## config.mk

```make
export PLATFORM = sky130hd
export DESIGN_NAME = vga_timing_gen
export DESIGN_NICKNAME = d
export VERILOG_FILES = /design/src/rtl/vga_pkg.sv /design/src/rtl/vga_sync_delay.sv /design/src/rtl/vga_timing_gen.sv
export SDC_FILE = /design/constraint.sdc
export NUM_CORES = 1
export LEC_CHECK = 0
export ABC_AREA = 1
export BUFFER_PORTS_ARGS = -buffer_cell sky130_fd_sc_hd__buf_2
export CAP_MARGIN = 20
export CORE_MARGIN = 3
export CORE_UTILIZATION = 43
export DETAILED_ROUTE_END_ITERATION = 10
export PLACE_DENSITY_LB_ADDON = 0.05
export SETUP_SLACK_MARGIN = 0.2
export SLEW_MARGIN = 10
export SYNTH_ARGS = -nofsm -noshare
export SYNTH_HDL_FRONTEND = slang
export SYNTH_SLANG_ARGS = --single-unit
```

## constraint.sdc

```tcl
create_clock -name pixel_clk -period 1.79 [get_ports pixel_clk]
set_input_delay 0.358 -clock pixel_clk [delete_from_list [all_inputs] [get_ports pixel_clk]]
set_output_delay 0.358 -clock pixel_clk [all_outputs]
set_load 0.01 [all_outputs]
```

## src/rtl/vga_pkg.sv

```systemverilog
// Shared VGA timing constants (640x480@60) and helpers for the video pipeline.
package vga_pkg;

  localparam int unsigned VgaHActive = 640;
  localparam int unsigned VgaHFp     = 16;
  localparam int unsigned VgaHSync   = 96;
  localparam int unsigned VgaHBp     = 48;
  localparam int unsigned VgaVActive = 480;
  localparam int unsigned VgaVFp     = 10;
  localparam int unsigned VgaVSync   = 2;
  localparam int unsigned VgaVBp     = 33;

  // Both syncs are active-low in the 640x480@60 mode.
  localparam logic SyncActiveLow = 1'b0;

  typedef struct packed {
    logic video_on;
    logic v_sync;
    logic h_sync;
  } sync_t;

  function automatic logic in_window(input int unsigned pos, input int unsigned lo,
                                     input int unsigned len);
    return (pos >= lo) && (pos < lo + len);
  endfunction

endpackage

```

## src/rtl/vga_sync_delay.sv

```systemverilog
// Enabled shift line for the 3-bit sync/video bundle; taps reset to inactive levels.
module vga_sync_delay #(
  parameter int unsigned Depth    = 2,
  parameter logic [2:0]  ResetVal = 3'b011
) (
  input  logic       clk_i,
  input  logic       rst_ni,
  input  logic       en_i,
  input  logic [2:0] d_i,
  output logic [2:0] q_o
);

  if (Depth == 0) begin : g_comb
    // No taps: keep reset behaviour consistent with the registered case.
    assign q_o = rst_ni ? d_i : ResetVal;
  end else begin : g_taps
    logic [2:0] tap_q [Depth];

    always_ff @(posedge clk_i) begin
      if (!rst_ni) begin
        for (int i = 0; i < int'(Depth); i++) tap_q[i] <= ResetVal;
      end else if (en_i) begin
        tap_q[0] <= d_i;
        for (int i = 1; i < int'(Depth); i++) tap_q[i] <= tap_q[i-1];
      end
    end

    assign q_o = tap_q[Depth-1];
  end

endmodule

```

## src/rtl/vga_timing_gen.sv

```systemverilog
// VGA raster counters, delayed sync/video flags, line/frame pulses and a
// frame-buffer swap handshake granted at the first pixel of vertical blanking.
module vga_timing_gen
  import vga_pkg::*;
#(
  parameter int unsigned H_ACTIVE = VgaHActive,
  parameter int unsigned H_FP     = VgaHFp,
  parameter int unsigned H_SYNC   = VgaHSync,
  parameter int unsigned H_BP     = VgaHBp,
  parameter int unsigned V_ACTIVE = VgaVActive,
  parameter int unsigned V_FP     = VgaVFp,
  parameter int unsigned V_SYNC   = VgaVSync,
  parameter int unsigned V_BP     = VgaVBp,
  parameter logic        HS_POL   = SyncActiveLow,
  parameter logic        VS_POL   = SyncActiveLow,
  parameter int unsigned PIPE_DLY = 2,
  parameter int unsigned CW       = 10
) (
  input  logic          pixel_clk,
  input  logic          reset,
  input  logic          pix_en,
  input  logic          swap_req,
  output logic          h_sync,
  output logic          v_sync,
  output logic          video_on,
  output logic [CW-1:0] pixel_x,
  output logic [CW-1:0] pixel_y,
  output logic          line_over,
  output logic          frame_over,
  output logic          swap_ack
);

  localparam int unsigned HTotal = H_ACTIVE + H_FP + H_SYNC + H_BP;
  localparam int unsigned VTotal = V_ACTIVE + V_FP + V_SYNC + V_BP;

  if (HTotal > (1 << CW) || VTotal > (1 << CW) || PIPE_DLY > 4) begin : g_bad_params
    $error("vga_timing_gen: totals exceed counter width or PIPE_DLY > 4");
  end

  localparam logic [CW-1:0] HLast  = CW'(HTotal - 1);
  localparam logic [CW-1:0] VLast  = CW'(VTotal - 1);
  localparam logic [CW-1:0] VGrant = CW'(V_ACTIVE);

  logic [CW-1:0] x_q, x_d, y_q, y_d;
  logic          pending_q, pending_d;
  logic          line_end, frame_end, grant;
  sync_t         raw, dly;

  assign line_end  = (x_q == HLast);
  assign frame_end = line_end && (y_q == VLast);

  // A request arriving in the grant tick itself is served immediately.
  assign grant = pix_en && reset && (x_q == '0) && (y_q == VGrant) && (pending_q || swap_req);

  always_comb begin
    x_d       = x_q;
    y_d       = y_q;
    pending_d = pending_q;
    if (pix_en) begin
      if (line_end) begin
        x_d = '0;
        y_d = (y_q == VLast) ? '0 : y_q + 1'b1;
      end else begin
        x_d = x_q + 1'b1;
      end
    end
    if (grant) begin
      pending_d = 1'b0;
    end else if (swap_req) begin
      pending_d = 1'b1;
    end
  end

  always_ff @(posedge pixel_clk) begin
    if (!reset) begin
      x_q       <= '0;
      y_q       <= '0;
      pending_q <= 1'b0;
    end else begin
      x_q       <= x_d;
      y_q       <= y_d;
      pending_q <= pending_d;
    end
  end

  always_comb begin
    raw.h_sync   = in_window(32'(x_q), H_ACTIVE + H_FP, H_SYNC) ? HS_POL : ~HS_POL;
    raw.v_sync   = in_window(32'(y_q), V_ACTIVE + V_FP, V_SYNC) ? VS_POL : ~VS_POL;
    raw.video_on = (32'(x_q) < H_ACTIVE) && (32'(y_q) < V_ACTIVE);
  end

  vga_sync_delay #(
    .Depth    (PIPE_DLY),
    .ResetVal ({1'b0, ~VS_POL, ~HS_POL})
  ) u_sync_delay (
    .clk_i  (pixel_clk),
    .rst_ni (reset),
    .en_i   (pix_en),
    .d_i    (raw),
    .q_o    (dly)
  );

  assign h_sync     = dly.h_sync;
  assign v_sync     = dly.v_sync;
  assign video_on   = dly.video_on;
  assign pixel_x    = x_q;
  assign pixel_y    = y_q;
  assign line_over  = pix_en && reset && line_end;
  assign frame_over = pix_en && reset && frame_end;
  assign swap_ack   = grant;

endmodule

```

# After elaboration in Yosys (flattened, before gate mapping)
# Memories as Yosys holds them, arrays and structs flattened.
# Cells that the tools add are included.
# word_totals
out_inout_bits	26
n_memories	1
ram_bits	6
romBits	0
latch_bits	0
input_bits	4
wordCells	42
ff_bits	21
# mem_list
memory	words	word_bits	read_ports	rd_clocked_by_memory_dff	write_ports	line_no	rtl
u_sync_delay.g_taps.tap_q	2	3	2	0	2	vga_sync_delay.sv:17	logic [2:0] tap_q [Depth];
# op_classes
div_mod_pow	0
shift	0
n_reduce_logical	14
n_eq_ne	3
n_bitwise	3
multipliers	0
mux	10
order_cmp	6
add_sub_neg	2
# op_table
op	n
adder 10 x 1 -> 10 bit, second input constant	2
equality test 10 bit, second input constant	2
< comparator 10 bit, second input constant	2
< comparator 10 x 9 -> 1 bit, second input constant	2
two-way mux 10 bit	2
equality test 10 x 9 -> 1 bit, second input constant	1
greater-or-equal comparator 10 bit, second input constant	1
greater-or-equal comparator 10 x 9 -> 1 bit, second input constant	1
logical AND 1 bit	10
logical NOT 10 bit	1
two-way mux 1 bit	6
two-way mux 3 bit	2
OR 1 bit	2
AND reduction 2 bit	1
OR reduction 2 bit	1
logical OR 1 bit	1
NOT 1 bit	1

# Longest topological paths before layout
# depth
word_depth	5
mapped_depth	9
ltp_nobuf	9

# Hierarchy
# From an unflattened synthesis, not the netlist that was laid out.
# hier_totals
cells_unflattened	234
area_unflattened_um2	1604.0
# by_module_without_submodules
mod	n_inst	seq_area_each_um2	area_per_inst_um2	cells_each
vga_timing_gen	1	420.4	1340.0	210
vga_sync_delay	1	180.2	264.0	24

# Least setup slack after synthesis
# OpenSTA, ideal clock, no wires.
# synth_timing
path_type	register -> output
startpoint	register x_q[0] (netlist: pixel_x[0])
endpoint	output frame_over
path_slack_ns	0.176
required_time_ns	1.432
t_arrival_ns	1.256
stages_incl_launch_ff	6
path_buffers	0
cell_sequence	dfxtp_1 > ha_1 > nand3_1 > inv_2 > nand3_4 > nor3_1
# synth_via
elab_chain_len	3
# synth_lines
element	line_no	rtl
start: declaration	vga_timing_gen.sv:44	logic [CW-1:0] x_q, x_d, y_q, y_d;
start signal: assignment	vga_timing_gen.sv:76	x_q <= '0;
start signal: assignment	vga_timing_gen.sv:80	x_q <= x_d;
equality test 10 bit	vga_timing_gen.sv:49	assign line_end = (x_q == HLast);
logical AND 1 bit	vga_timing_gen.sv:50	assign frame_end = line_end && (y_q == VLast);
logical AND 1 bit	vga_timing_gen.sv:109	assign frame_over = pix_en && reset && frame_end;
end: declaration	vga_timing_gen.sv:29	output logic frame_over,
# No other way between the ends.

# Worst setup path in the final report
# layout_timing
startpoint	register y_q[0] (netlist: pixel_y[0])
endpoint	output swap_ack
# layout_via
elab_chain_len	3
# layout_lines
element	line_no	rtl
start: declaration	vga_timing_gen.sv:44	
start signal: assignment	vga_timing_gen.sv:81	y_q <= y_d;
equality test 10 x 9 -> 1 bit	vga_timing_gen.sv:53	assign grant = pix_en && reset && (x_q == '0) && (y_q == VGrant) && (pending_q || swap_req);
logical AND 1 bit (2 in a row)	vga_timing_gen.sv:53	
end: declaration	vga_timing_gen.sv:30	output logic swap_ack
# No other way between the ends.

==> flow_summary.toml <==
[run_status]
outcome = "finished, violations left"
violations = "negative setup slack"

[sta]
fmax_mhz = 525
clock_skew_ps = 5.43
fin_crit_ps = 1910
setup_ws_ps = -116
rsz0062_at_grt = "true"
worst_pin_slew_ps = 337
slew_viol_final = 0
post-route-period-util = 1.06
hold_viol_final = 0
final.setup.tns_ps = -223
relSlewSlack = 0.775
final-setup-viol-count = 3

[floorplanning]
die-width_um = 66.0
num_rows = 21
core_region_area_sq_um = 3420
die_h_um = 66.0
start_util = 0.453
pin_count = 30
dieArea_sq_um = 4360

[detailed_routing]
ant_nets = 0
drc = 0
wire_per_inst_um = 12.2
vias_per_cell = 4.89
first_iter_violations = 111
wl_um = 3770
drt-pass1-iter-count = 4
vias = 1515

[synth]
ys_types = 28
yosys-top-cells-area = "dfxtp_1 27%, nand2_1 12%, edfxtp_1 12%"
netlist_instances = 220
ys_ff_latch = 27
synth_edf_count = 6
yosysTopAreaCell = "dfxtp_1"
synth.top_cell.area_share = 0.271
ys_seq_area_frac = 0.388
syn_nets = 229
synth-main-ff-cell = "dfxtp_1"
yosys_warnings = 0
synthArstFlopShare = 0
synth_area_sq_um = 1550
syn-mean-instance-area_sq_um = 7.04

[job]
cap_violations = 0

[clock_tree]
clock_path_buffers = 2
cts_inserted_buffers = 3
ctsRootBufferMaster = "clkbuf_4"
htree_levels = 1
clk_latency_ps = 340
path_clk_slew_ps = 160
cts_num_sinks = 27
cts_tree = "yes"

[grt]
grt_pass1_vias = 1323
grt_pass1_wl_um = 6210
antenna_found_initial = 0
grt_usage = 0.186
grt-ovfl-total = 0
grt_max_degree = 17

[power]
ir_drop_uv = 252
pwr_density_cell_nw_per_um2 = 518
total_power_w = 0.00101
p_leak_nw = 0.879

[setup_path]
reg2reg_depth = 8
crit_path_end = "swap_ack"
cp-start-kind = "register"
end_kind = "primary output"
r2r_setup_slack_ps = 310
r2r_end = "pixel_y[6]"
timing.rr.start = "pixel_y[1]"
worst-path-max-fanout = 5
critPathArrivalTime_ps = 1550
path_class = "reg -> out"
cp-startpoint = "pixel_y[0]"
required_ps = 1430

[final_layout]
utilization = 0.573
multi_input_area_sq_um = 876
stdcell_count = 310
n_fill_cell = 333
drive_gt1_frac = 0.367
final-seq-area_sq_um = 618
layout.nets = 274
syn2layout_area_growth_pct = 26.3
fin_area_sq_um = 1960
antenna_cells = 0

[min_path]
hold_class = "in -> reg"

[placed_design]
post-dp-hpwl_um = 2880
port_buffers = 29
place_inst = 300
gp_congestion = 0.874
place_area_sq_um = 1800
-- power breakdown --
group          switching [W]  internal, W  total (W)
Sequential        0.00000664     0.000634   0.000641
Combinational      0.0000466    0.0000318  0.0000784
Clock               0.000209    0.0000857   0.000295
-- layer usage --
metal	GRT usage	routed length, um	vias to the layer above	part of all wire
met5	0	0	-	0
met4	0.0609	42	0	0.011
met3	0.0238	203	4	0.054
met2	0.275	1550	37	0.41
met1	0.278	1980	678	0.53
li1	-	-	796	-
-- logic make-up after synthesis --
group	synth area share
xor gates and xnor gates	0.00566
and+or+nand+nor	0.412
adders and majority gates	0.0404
buffers and inverters	0.0937
DFF	0.388
AOI/OAI and AO/OA	0.0606
-- state kept, by name, summed over array words and instances, names as in the netlist --
| name | flops |
|---|---|
| pixel_x | 10 |
| u_sync_delay.g_taps.tap_q | 6 |
| pending_q | 1 |
| pixel_y | 10 |
-- cell usage in the layout, fill, tap and decap left out --
| master | n |
|---|---|
| a21oi_1 | 7 |
| buf_2 | 29 |
| buf_4 | 12 |
| clkbuf_4 | 3 |
| clkinv_2 | 1 |
| clkinvlp_4 | 1 |
| dfxtp_1 | 11 |
| dfxtp_2 | 8 |
| dfxtp_4 | 2 |
| edfxtp_1 | 6 |
| ha_1 | 2 |
| ha_2 | 1 |
| ha_4 | 2 |
| inv_1 | 27 |
| inv_2 | 9 |
| nand2_1 | 49 |
| nand2_2 | 7 |
| nand3_1 | 17 |
| nand3_2 | 2 |
| nand3_4 | 2 |
| nand3b_1 | 1 |
| nand4_1 | 4 |
| nor2_1 | 25 |
| nor2_2 | 7 |
| nor2_4 | 4 |
| nor3_1 | 5 |
| nor3_2 | 5 |
| nor4_1 | 2 |
| o2111ai_1 | 1 |
| o21ai_0 | 6 |
| o21ai_1 | 1 |
| o221ai_1 | 1 |
| o22ai_1 | 1 |
| or2_2 | 2 |
| xor2_1 | 1 |
-- final cells by class --
cell class                      instances  area share
Inverter                               37      0.0716
Tap cell                               46      0.0294
Sequential cell                        27       0.316
Clock buffer                            3      0.0115
Clock inverter                          1     0.00384
Timing Repair Buffer                   41       0.120
Multi-Input combinational cell        155       0.448
-- through the flow --
stage / hold slack [ps] / setup slack (ps)
after floorplan: 482 / 253
final: 336 / -116
after detailed placement: 490 / 142
after CTS: 325 / -146
after global placement: 487 / 172
after global routing: 364 / -192
-- cells in the mapped netlist, types with 2 or more instances --
library cell,number
o21ai_0,6
nand2_2,6
nor2_4,3
a21oi_1,7
nand4_1,4
nor2_2,6
nand2_1,50
nand3_1,18
nor4_1,2
or2_2,2
nand3_2,2
inv_1,32
ha_1,5
dfxtp_1,21
nor3_1,9
edfxtp_1,6
nor2_1,27
inv_2,4
-- how the worst min path moves through the flow --
stage                                               start                               to  slack, ps  depth (start not counted)
after floorplan           u_sync_delay.g_taps.tap_q[0][0]  u_sync_delay.g_taps.tap_q[0][3]        480                          1
after global placement    u_sync_delay.g_taps.tap_q[0][0]  u_sync_delay.g_taps.tap_q[0][3]        490                          1
after detailed placement  u_sync_delay.g_taps.tap_q[0][1]  u_sync_delay.g_taps.tap_q[0][4]        490                          1
after CTS                                        swap_req                        pending_q        320                          3
after global routing                               pix_en                       pixel_x[1]        360                          3
final                                            swap_req                        pending_q        340                          3
-- what timing repair did --
action	CTS	global route
setup buffers	5	1
hold buffers	0	0
setup endpoints to repair	3	4
resized for setup	17	14
pin swaps	0	4
-- critical path, stage by stage (launching register included) --
cell and delay (ps):
dfxtp_2 360, inv_2 100, ha_4 150, nand2_2 50
nor3_2 100, nand3_1 130, nor3_2 170, buf_2 150
Note: power is estimated with default switching activity, not from simulation.
